$ cat config.mk
export PLATFORM = sky130hd
export DESIGN_NAME = combination_cost_selector
export DESIGN_NICKNAME = d
export VERILOG_FILES = /design/src/rtl/combination_cost_selector.sv
export SDC_FILE = /design/constraint.sdc
export NUM_CORES = 1
export LEC_CHECK = 0
export ABC_AREA = 1
export CORE_ASPECT_RATIO = 1.5
export CORE_MARGIN = 8
export CORE_UTILIZATION = 25
export DETAILED_ROUTE_END_ITERATION = 6
export SLEW_MARGIN = 20
export SYNTH_ARGS = -nofsm -noshare
export SYNTH_HDL_FRONTEND = slang
export SYNTH_SLANG_ARGS = --single-unit
$ cat constraint.sdc
create_clock -name i_clk -period 45.4 [get_ports i_clk]
set_input_delay 6.81 -clock i_clk [delete_from_list [all_inputs] [get_ports i_clk]]
set_output_delay 6.81 -clock i_clk [all_outputs]
set_load 0.005 [all_outputs]
$ cat src/rtl/combination_cost_selector.sv
// Lowest-cost triple selector: scans a latched combination list one entry per
// clock, scores each legal (i,j,k) through a per-index weight table and keeps
// the cheapest, with earlier positions winning ties.
module combination_cost_selector #(
    parameter int MAX_COMBS = 39,
    parameter int MAX_IDX   = 7,
    parameter int IDX_W     = 3,
    parameter int COST_W    = 8,
    parameter int POS_W     = 6
) (
    input  logic                             i_clk,
    input  logic                             i_rst,
    input  logic                             i_start,
    input  logic [MAX_COMBS*3*IDX_W-1:0]     i_combo_list,
    input  logic [POS_W-1:0]                 i_num_combs,
    input  logic [(MAX_IDX+1)*COST_W-1:0]    i_weight_table,
    output logic                             o_busy,
    output logic                             o_done,
    output logic                             o_found,
    output logic [IDX_W-1:0]                 o_best_i,
    output logic [IDX_W-1:0]                 o_best_j,
    output logic [IDX_W-1:0]                 o_best_k,
    output logic [POS_W-1:0]                 o_best_pos,
    output logic [COST_W+1:0]                o_best_cost
);
    localparam int ENTRY_W = 3 * IDX_W;
    localparam int CW      = COST_W + 2;

    typedef enum logic [1:0] {S_IDLE, S_SCAN, S_DONE} state_t;

    state_t                          r_state, w_next;
    logic [MAX_COMBS*ENTRY_W-1:0]    r_list;
    logic [(MAX_IDX+1)*COST_W-1:0]   r_wt;
    logic [POS_W-1:0]                r_n;
    logic [POS_W-1:0]                r_ptr;
    logic                            r_found;
    logic [IDX_W-1:0]                r_bi, r_bj, r_bk;
    logic [POS_W-1:0]                r_bpos;
    logic [CW-1:0]                   r_bcost;

    logic [ENTRY_W-1:0]              w_entry;
    logic [IDX_W-1:0]                w_idx [3];
    logic [IDX_W-1:0]                w_sel [3];
    logic [COST_W-1:0]               w_wt  [3];
    logic [2:0]                      w_ok;
    logic                            w_legal;
    logic [CW-1:0]                   w_cost;
    logic                            w_better;
    logic                            w_last;
    logic [POS_W-1:0]                w_n_clamp;

    assign w_entry = r_list[r_ptr*ENTRY_W +: ENTRY_W];

    // Per-field decode: zero or out-of-range indices are illegal and are
    // redirected to table slot 0 so the weight lookup always stays in range.
    for (genvar f = 0; f < 3; f++) begin : g_field
        assign w_idx[f] = w_entry[f*IDX_W +: IDX_W];
        assign w_ok[f]  = (w_idx[f] != '0) &&
                          ({1'b0, w_idx[f]} <= (IDX_W+1)'(MAX_IDX));
        assign w_sel[f] = w_ok[f] ? w_idx[f] : '0;
        assign w_wt[f]  = r_wt[w_sel[f]*COST_W +: COST_W];
    end

    assign w_legal   = &w_ok;
    assign w_cost    = CW'(w_wt[0]) + CW'(w_wt[1]) + CW'(w_wt[2]);
    // Strict less-than keeps the earliest entry on equal cost.
    assign w_better  = w_legal && (!r_found || (w_cost < r_bcost));
    assign w_last    = (r_ptr == r_n - 1'b1);
    assign w_n_clamp = (i_num_combs > POS_W'(MAX_COMBS)) ? POS_W'(MAX_COMBS)
                                                         : i_num_combs;

    // State register.
    always_ff @(posedge i_clk or posedge i_rst) begin
        if (i_rst) r_state <= S_IDLE;
        else       r_state <= w_next;
    end

    // Next-state logic: empty lists go straight to DONE.
    always_comb begin
        w_next = r_state;
        case (r_state)
            S_IDLE:  if (i_start) w_next = (w_n_clamp != '0) ? S_SCAN : S_DONE;
            S_SCAN:  if (w_last)  w_next = S_DONE;
            S_DONE:  w_next = S_IDLE;
            default: w_next = S_IDLE;
        endcase
    end

    // Datapath: latch inputs on accepted start, then score one entry per cycle.
    always_ff @(posedge i_clk or posedge i_rst) begin
        if (i_rst) begin
            r_list  <= '0;
            r_wt    <= '0;
            r_n     <= '0;
            r_ptr   <= '0;
            r_found <= 1'b0;
            r_bi    <= '0;
            r_bj    <= '0;
            r_bk    <= '0;
            r_bpos  <= '0;
            r_bcost <= '1;
        end else if (r_state == S_IDLE && i_start) begin
            r_list  <= i_combo_list;
            r_wt    <= i_weight_table;
            r_n     <= w_n_clamp;
            r_ptr   <= '0;
            r_found <= 1'b0;
            r_bi    <= '0;
            r_bj    <= '0;
            r_bk    <= '0;
            r_bpos  <= '0;
            r_bcost <= '1;
        end else if (r_state == S_SCAN) begin
            // Wrap the pointer on the last entry so it never indexes past the list.
            r_ptr <= w_last ? '0 : r_ptr + 1'b1;
            if (w_better) begin
                r_found <= 1'b1;
                r_bi    <= w_idx[0];
                r_bj    <= w_idx[1];
                r_bk    <= w_idx[2];
                r_bpos  <= r_ptr;
                r_bcost <= w_cost;
            end
        end
    end

    assign o_busy      = (r_state == S_SCAN);
    assign o_done      = (r_state == S_DONE);
    assign o_found     = r_found;
    assign o_best_i    = r_bi;
    assign o_best_j    = r_bj;
    assign o_best_k    = r_bk;
    assign o_best_pos  = r_bpos;
    assign o_best_cost = r_bcost;
endmodule

After elaboration in Yosys (flattened, before gate mapping)

Index checks and enable logic that the tools add are counted.

Flip-flop bits (word level): 455
Output and inout bits: 28

$add $sub $neg: 4
$mul: 1
$lt $le $gt $ge: 2
Equal/unequal tests: 5
Shift-type cells: 4
Mux-type cells: 29
Reductions and logical operators: 14

Operators by type and width:

| kind                                                                | count |
|---|---|
| 351-bit by 11-bit variable part select with 9-bit output            | 1 |
| 64-bit by 7-bit variable part select with 8-bit output              | 3 |
| 6-bit 2-to-1 mux                                                    | 7 |
| 3-bit 2-to-1 mux                                                    | 12 |
| 10-bit 2-to-1 mux                                                   | 3 |
| 9-bit by 8-bit adder with 10-bit output                             | 1 |
| 10-bit less-than comparator                                         | 1 |
| 6-bit by 4-bit multiplier with 10-bit output, second input constant | 1 |
| 8-bit by 8-bit adder with 9-bit output                              | 1 |
| 3-bit nonzero test                                                  | 3 |
| 6-bit by 1-bit adder with 6-bit output, second input constant       | 1 |
| 6-bit == test                                                       | 1 |
| 6-bit greater-than comparator, second input constant                | 1 |
| 2-bit 2-to-1 mux                                                    | 3 |
| 6-bit nonzero test                                                  | 1 |
| 6-bit by 1-bit subtractor with 6-bit output, second input constant  | 1 |
| 2-bit one-hot mux with 2 select lines                               | 1 |
| 2-bit AND reduction                                                 | 2 |
| 2-bit nonzero test                                                  | 2 |
| 1-bit 2-to-1 mux                                                    | 3 |
| 3-bit AND reduction                                                 | 1 |
| 2-bit by 1-bit == test with 1-bit output, second input constant     | 1 |
| 2-bit == test, second input constant                                | 1 |
| 1-bit logical AND                                                   | 2 |
| 5 further kinds                                                     | 5 |

Longest topological paths before layout

Gate-level depths: netlist (run 1).

Word-level depth: 13
Mapped depth: 42
Mapped depth without buffers: 38

Worst setup path after synthesis (run 1)

OpenSTA, ideal clock, no wires.

Path type: input -> register
Start: input port i_start
End: register r_list[48]
Library setup time: 0.066 ns
Arrival: 7.986 ns
Required time: 45.334 ns
Slack: 37.349 ns
Stages on the path: 7
Path buffers: 3
Cell sequence: nand3_1 > inv_1 > clkbuf_1 > clkbuf_1 > buf_1 > nand2_1 > nand2_1

Cells in the longest elaborated chain, start to end: 1

RTL lines:

| what                   | RTL line | text |
|---|---|---|
| start: declaration     | 13       | `input logic i_start,` |
| 1-bit logical AND      | 102      | `end else if (r_state == S_IDLE && i_start) begin` |
| end signal: assignment | 103      | `r_list <= i_combo_list;` |
| end: declaration       | 32       | `logic [MAX_COMBS*ENTRY_W-1:0] r_list;` |

No other way between the ends.
A chain may end at the register's enable or synchronous reset.

Worst setup path after layout (run 1)

Start: input port i_start
End: register r_list[13]

Same word-level chain as after synthesis.

==> out/summary.txt, run 1 <==
Via count -> 22300
Asr flop ratio synth -> 1.00
Sequential element share of the synthesized area -> 0.492
Vias per cell -> 4.70
Post-CTS setup buffer count -> 0
Status -> finished clean
Worst path most repeated cell -> nand2_1
Syn-to-layout area delta -> 31.2%
Period utilization -> 0.222
Rel. slew slack -> 0.209
Syn_nets -> 3615
Post-Route WL -> 97.9 mm
Synth cell types -> 45
Post-synthesis register bit count -> 455
Clock Tree Root -> clkbuf_16
Mapped cell area -> 23200 um^2
Num CTS Buffers -> 52
Largest net degree at the start of global routing -> 221
Drt wl/cell -> 20.7 um
Most area-hungry cell type in the Yosys netlist -> dfrtp_1
Post-Route Setup TNS -> 0 ps
Clk slew on worst S/H paths -> 60 ps
CORE AREA -> 92400 um^2
Die Width -> 265 um
CTS tree -> done
Tmin final -> 10070 ps
Synth warn -> 0
CP max stage delay -> 830 ps
Routed Antenna Nets -> 0
CP Data Required Time -> 45950 ps
Flop2flop setup slack -> 36850 ps
Synth top area share -> 0.480
Most common flop cell mapped by yosys -> dfrtp_1
Residual DRC -> 0
CTS Buffer Depth -> 3
Hpwl dp -> 69.5 mm
Final hold vios -> 0
Type of destination of the critical path -> flip-flop
CP Class -> in -> reg
Slew Viols, Final -> 0
Initial core utilization -> 0.251
FP Rows -> 137
Fillcell total -> 9928
DIE HEIGHT -> 389 um
Crit-path leading delay family -> buffers and inverters
Gate Count Post-Synth -> 3164
PortBufs -> 451
Crit path DAT -> 10620 ps
Slowest CP cell -> buf_4
1st-pass router iterations -> 6
FMAX -> 99.3 MHz
Startpoint type of the worst setup path -> input pin
Initial antenna violation count -> 30
Worst hold path class -> reg -> reg
Hold slack -> 476 ps
Worst Path Buf+Inv -> 4
Nets@finish -> 3951
Ports -> 452
Synth top area cells -> dfrtp_1, nand2_1, nand3_1
Post-CTS Resized -> 0
DIE AREA -> 103000 um^2
RD Place Congestion -> 0.874
Final Cell Area -> 30400 um^2
Worst-path cell chain -> clkdlybuf4s50_1 -> nand3_4 -> inv_8 -> buf_12 -> buf_4 -> nand2_1 -> nand2_1
Vias in the first global route -> 22900
First-pass GRT wire length -> 146 mm
Total GRT Usage -> 0.185
Slew at the pin closest to its max-slew limit -> 1190 ps
Hold-fix buffers, CTS -> 0
Clock sink total -> 455
Final core occ -> 0.329
Gr ovfl total -> 0
Commonest cells in the netlist -> nand2_1, dfrtp_1, nand3_1, o21ai_0, clkbuf_1
Worst Path Max Fanout -> 194
Syn avg cell area -> 7.33 um^2
Post-synth EDFFs -> 0
Initial DRC Count -> 1672
Clk_lat worst skew -> 620 ps
Share of layout cells above drive strength 1 -> 0.0441
H-tree Lvls -> 2
Final setup skew -> 20.7 ps
Final setup viols -> 0
RSZ-0062 raised after global routing -> false
Max-cap violation count -> 0
Most frequent cell after synthesis -> nand2_1
Post-DP Area -> 28500 um^2
==> per-layer routing <==
metal  vias to the layer above  track usage  share of wire
met5                         -            0        0.00049
met4                         8       0.0892          0.047
met3                       178       0.0389          0.069
met2                       807        0.308           0.48
met1                     10600        0.226           0.41
li1                      10700            -              -
==> final timing paths <==
kind,to,cells past startpoint,start
worst min-delay path,r_list[258],2,r_list[258]
worst max register to register,o_best_j[2],35,r_ptr[0]
min in group asynchronous,r_list[214],2,i_rst
max in group asynchronous,r_list[336],6,i_rst
worst min register to register,r_list[258],2,r_list[258]
worst max-delay path,r_list[13],7,i_start
==> tightest hold or removal path, stage by stage (launching register included) <==
cell	delay [ps]
dfrtp_1	340
nand2_1	50
nand2_1	50
==> flip-flops by register name, summed over array words and instances (netlist names) <==
signal       cells
r_wt            64
r_list         351
o_best_i         3
r_state          2
o_best_j         3
r_n              6
o_found          1
o_best_k         3
o_best_cost     10
r_ptr            6
o_best_pos       6
==> area by class of cell <==
type / count / area, um^2 / share of cell area
Inverter: 102 / 405 / 0.0133
Clock inverter: 19 / 253 / 0.00831
Timing Repair Buffer: 480 / 4780 / 0.157
Sequential cell: 455 / 11400 / 0.375
Antenna cell: 20 / 50.0 / 0.00165
Multi-Input combinational cell: 2409 / 10500 / 0.345
Clock buffer: 74 / 1550 / 0.0508
Tap cell: 1181 / 1480 / 0.0486
==> cell usage in the layout, fill, tap and decap left out, drive strengths merged <==
master	instances
or2	5
nand2	1718
dfrtp	445
nand4	12
nor3	4
a211oi	1
o21bai	1
nand3	258
o31ai	1
and2	6
o2111ai	1
o311ai	2
clkinv	7
bufinv	5
buf	29
clkbuf	74
o21ai	139
o211ai	42
xor2	11
diode	20
a21boi	1
nor2	56
clkinvlp	7
a21oi	75
nand3b	16
fa	9
a22oi	3
xnor2	5
clkdlybuf4s50	451
a22o	1
o22ai	17
o221ai	7
ha	18
inv	102
dfstp	10
==> through the flow <==
stage / setup slack (ps) / instances
2_1_floorplan: 25920 / 3164
3_3_place_gp: 34750 / 4626
3_5_place_dp: 34690 / 4626
4_1_cts: 35360 / 4719
5_1_grt: 35010 / 4732
6_report: 35330 / 4740
==> logic make-up (layout without fill, tap and decap cells) <==
group,after synthesis,count (layout),synth area share
fa+ha+maj,27,27,0.0175
buf+inv,300,675,0.0563
xor+xnor,16,16,0.00604
simple gates,2075,2075,0.358
flops,455,455,0.492
other cells,0,20,0
compound gates,291,291,0.0712
Power of run 1 is not shown: default switching activity piles up to over one toggle a cycle in this logic, so the estimate is an artifact.
==> inputs of run 2 (changes only) <==
- clock period: 45.4 -> 9.8 ns (I/O delays scaled with it)
==> out/summary.txt, run 2 (synthesized netlist as in run 1, its figures left out) <==
Status -> finished clean
First-pass GRT wire length -> 145 mm
H-tree Lvls -> 2
Worst path most repeated cell -> nand2_1
Die Width -> 265 um
Worst hold path class -> reg -> reg
Crit path DAT -> 7970 ps
Most frequent cells in the layout -> nand2_1, clkdlybuf4s50_1, dfrtp_1
1st-pass router iterations -> 7
Final setup viols -> 0
CTS Buffer Depth -> 3
Largest reg by FF count -> r_list
PortBufs -> 451
Commonest non-fill, non-tap cell in the layout -> nand2_1
Startpoint type of the worst setup path -> flip-flop
Syn-to-layout area delta -> 30.5%
Clock sink total -> 455
Clk slew on worst S/H paths -> 60 ps
Final core occ -> 0.327
FP Rows -> 137
CP Class -> reg -> reg
Period utilization -> 0.766
Final Cell Area -> 30300 um^2
CTS tree -> done
CP Data Required Time -> 10260 ps
Rel. slew slack -> 0.325
Slowest CP cell -> nand2_2
Slew at the pin closest to its max-slew limit -> 1010 ps
Routed Antenna Nets -> 0
RSZ-0062 raised after global routing -> false
Flop2flop setup slack -> 2290 ps
DIE AREA -> 103000 um^2
Max-cap violation count -> 0
Hold-fix buffers, CTS -> 0
Post-CTS setup buffer count -> 0
Num CTS Buffers -> 50
FMAX -> 133 MHz
Final hold vios -> 0
Gr ovfl total -> 0
Nets@finish -> 3953
Post-Route WL -> 97.9 mm
Worst Path Max Fanout -> 89
CORE AREA -> 92400 um^2
Hpwl dp -> 71.6 mm
Initial DRC Count -> 1764
Vias per cell -> 4.67
Ports -> 452
Clock Tree Root -> clkbuf_16
CP max stage delay -> 840 ps
Max FFs per register -> 351
Largest net degree at the start of global routing -> 188
DIE HEIGHT -> 389 um
Via count -> 22100
Tmin final -> 7510 ps
Type of destination of the critical path -> flip-flop
Total GRT Usage -> 0.184
Final setup skew -> 19.8 ps
RD Place Congestion -> 0.878
Slew Viols, Final -> 0
Vias in the first global route -> 22400
Post-CTS Resized -> 0
Post-DP Area -> 28600 um^2
Initial antenna violation count -> 34
Share of layout cells above drive strength 1 -> 0.0446
Drt wl/cell -> 20.7 um
Initial core utilization -> 0.251
Fillcell total -> 9857
Post-Route Setup TNS -> 0 ps
Residual DRC -> 0
Clk_lat worst skew -> 590 ps
==> run 2: changes by cell type in the layout (fill, tap and decap cells not counted), sizes merged <==
cell      before  now
bufinv         5    1
clkbuf        74   68
buf           29   33
clkinvlp       7    5
diode         20   18
clkinv         7   16
==> run 2: path summary, 6_finish.rpt <==
kind | start | end | depth (start not counted)
worst min-delay path | r_list[21] | r_list[21] | 2
worst max register to register | r_ptr[0] | o_best_k[0] | 35
max in group asynchronous | i_rst | r_list[107] | 4
worst min register to register | r_list[21] | r_list[21] | 2
min in group asynchronous | i_rst | r_list[202] | 3
worst max-delay path | r_ptr[0] | o_best_k[0] | 35
==> run 2: final cells by class <==
type / instances / area, um^2 / area share
sequential: 455 / 11400 / 0.377
clock inverter: 22 / 171 / 0.00567
multi-input combinational: 2409 / 10500 / 0.347
timing repair buffer: 484 / 4810 / 0.159
tap: 1181 / 1480 / 0.0488
antenna: 18 / 45.0 / 0.00149
clock buffer: 68 / 1440 / 0.0476
inverter: 102 / 402 / 0.0133
==> run 2: critical path: cells and delay by family, from the launching register on <==
| kind | cells | cell delay (ps) |
|---|---|---|
| AND/OR/NAND/NOR | 18 | 2890 |
| adder cells (fa/ha/maj) | 4 | 1410 |
| flip-flops | 1 | 640 |
| AO/OA/AOI/OAI | 9 | 1160 |
| XOR/XNOR | 1 | 190 |
| buffers and inverters | 3 | 1000 |
==> run 2: stage by stage <==
stage          hold WS, ps  cells  setup slack, ps
2_1_floorplan          444   3164             2180
3_3_place_gp           457   4631             2390
3_5_place_dp           462   4631             2290
4_1_cts                479   4721             2270
5_1_grt                491   4730             1600
6_report               477   4739             2290
==> run 2: metal layers <==
layer | GRT usage | wire length [um]
met4 | 0.0771 | 4150
met3 | 0.0446 | 7460
met1 | 0.227 | 39900
met5 | 0 | 128
met2 | 0.304 | 46200
Power of run 2 is left out for the same reason.
==> inputs of run 3 (changes only) <==
- clock period: 9.8 -> 6.3 ns (I/O delays scaled with it)
==> out/summary.txt, run 3 (synthesized netlist as in run 1, its figures left out) <==
FP Rows -> 137
Max FFs per register -> 351
Share of layout cells above drive strength 1 -> 0.0731
Max-cap violation count -> 0
Total GRT Usage -> 0.186
Worst Path Max Fanout -> 8
Die Width -> 265 um
CP max stage delay -> 470 ps
Critical path origin -> r_ptr[0]
Tmin final -> 5980 ps
CORE AREA -> 92400 um^2
PortBufs -> 451
Slowest CP cell -> dfrtp_4
Final setup skew -> 34.1 ps
Initial core utilization -> 0.251
Residual DRC -> 0
Status -> finished clean
Vias in the first global route -> 22800
Rel. slew slack -> 0.352
Hpwl dp -> 73.5 mm
Commonest non-fill, non-tap cell in the layout -> nand2_1
Syn-to-layout area delta -> 37.1%
Slew at the pin closest to its max-slew limit -> 972 ps
Inst Count DP -> 4661
Final setup viols -> 0
Routed Antenna Nets -> 0
Largest reg by FF count -> r_list
DIE HEIGHT -> 389 um
RD Place Congestion -> 0.883
First-pass GRT wire length -> 146 mm
CP Data Required Time -> 6840 ps
CP Class -> reg -> reg
Drt wl/cell -> 21.6 um
CTS Buffer Depth -> 3
Most frequent cells in the layout -> nand2_1, clkdlybuf4s50_1, dfrtp_1
Post-Route WL -> 104 mm
Flop2flop setup slack -> 320 ps
Clock sink total -> 455
Clk_lat worst skew -> 630 ps
FMAX -> 167 MHz
CP endpoint -> o_best_i[1]
Slew Viols, Final -> 0
Ports -> 452
Worst hold path class -> reg -> reg
Clk slew on worst S/H paths -> 70 ps
Via count -> 22700
DIE AREA -> 103000 um^2
Initial antenna violation count -> 38
FF-to-FF Start -> r_ptr[0]
Type of destination of the critical path -> flip-flop
Fillcell total -> 9830
Nets@finish -> 4020
Final cell count without fillers -> 4809
HP Start -> r_list[2]
Worst r2r dst -> o_best_i[1]
Hold slack -> 478 ps
Gr ovfl total -> 0
Initial DRC Count -> 1896
Startpoint type of the worst setup path -> flip-flop
Crit path DAT -> 6530 ps
Clock Tree Root -> clkbuf_16
Final hold vios -> 0
Post-Route Setup TNS -> 0 ps
Vias per cell -> 4.71
Largest net degree at the start of global routing -> 184
H-tree Lvls -> 2
R2R depth -> 39
Period utilization -> 0.950
1st-pass router iterations -> 7
Num CTS Buffers -> 51
CTS tree -> done
Worst path most repeated cell -> nand2_1
## run 3: cell count changes in the layout (fill, tap and decap cells not counted), moves of 6 or more
cell,change
nand3_2,+6
buf_4,+15
nand3_1,-7
clkbuf_16,+15
buf_6,+8
buf_12,+17
nand2_1,-7
clkinvlp_4,+7
## run 3: how the worst min path moves through the flow
stage,end,cells past startpoint
2_1_floorplan,r_list[288],2
3_3_place_gp,r_list[309],2
3_5_place_dp,r_list[309],2
4_1_cts,r_list[292],2
5_1_grt,r_list[196],2
6_report,r_list[2],2
## run 3: critical path, delay by kind of cell, from the launching register on
kind | cells | cell delay [ps]
buffers and inverters | 6 | 1050
adder cells (fa/ha/maj) | 3 | 890
AO/OA/AOI/OAI | 6 | 730
flip-flops | 1 | 470
AND/OR/NAND/NOR | 24 | 2750
## run 3: cell type report
class                      instances  area, um^2  area share
clock inverter                    32         387      0.0122
sequential                       455       11400       0.359
tap                             1181        1480      0.0465
antenna                           18        45.0     0.00142
timing repair inverter             2        22.5    0.000708
inverter                         102         437      0.0137
timing repair buffer             546        5900       0.186
multi-input combinational       2411       10700       0.337
clock buffer                      62        1410      0.0443
## run 3: through the flow
step	util	area [um^2]	setup WS, ps
2_1_floorplan	-	23200	-792
3_3_place_gp	0.314	29000	118
3_5_place_dp	0.314	29000	6.35
4_1_cts	0.334	30900	1.87
5_1_grt	0.344	31800	-4.31
6_report	0.344	31800	316
## run 3: layer usage
metal	up-vias	part of all wire	track usage
li1	10800	-	-
met1	10800	0.41	0.229
met5	-	0.0016	0
met4	28	0.052	0.0867
met3	208	0.071	0.0458
met2	786	0.47	0.304
## run 3: timing repair
item | CTS | global route
resized for setup | 2 | 70
cloned | 0 | 19
hold buffers | 0 | 0
hold endpoints to repair | 0 | 0
setup endpoints to repair | 24 | 26
pin swaps | 0 | 17
setup buffers | 0 | 17
Power of run 3 is left out for the same reason.
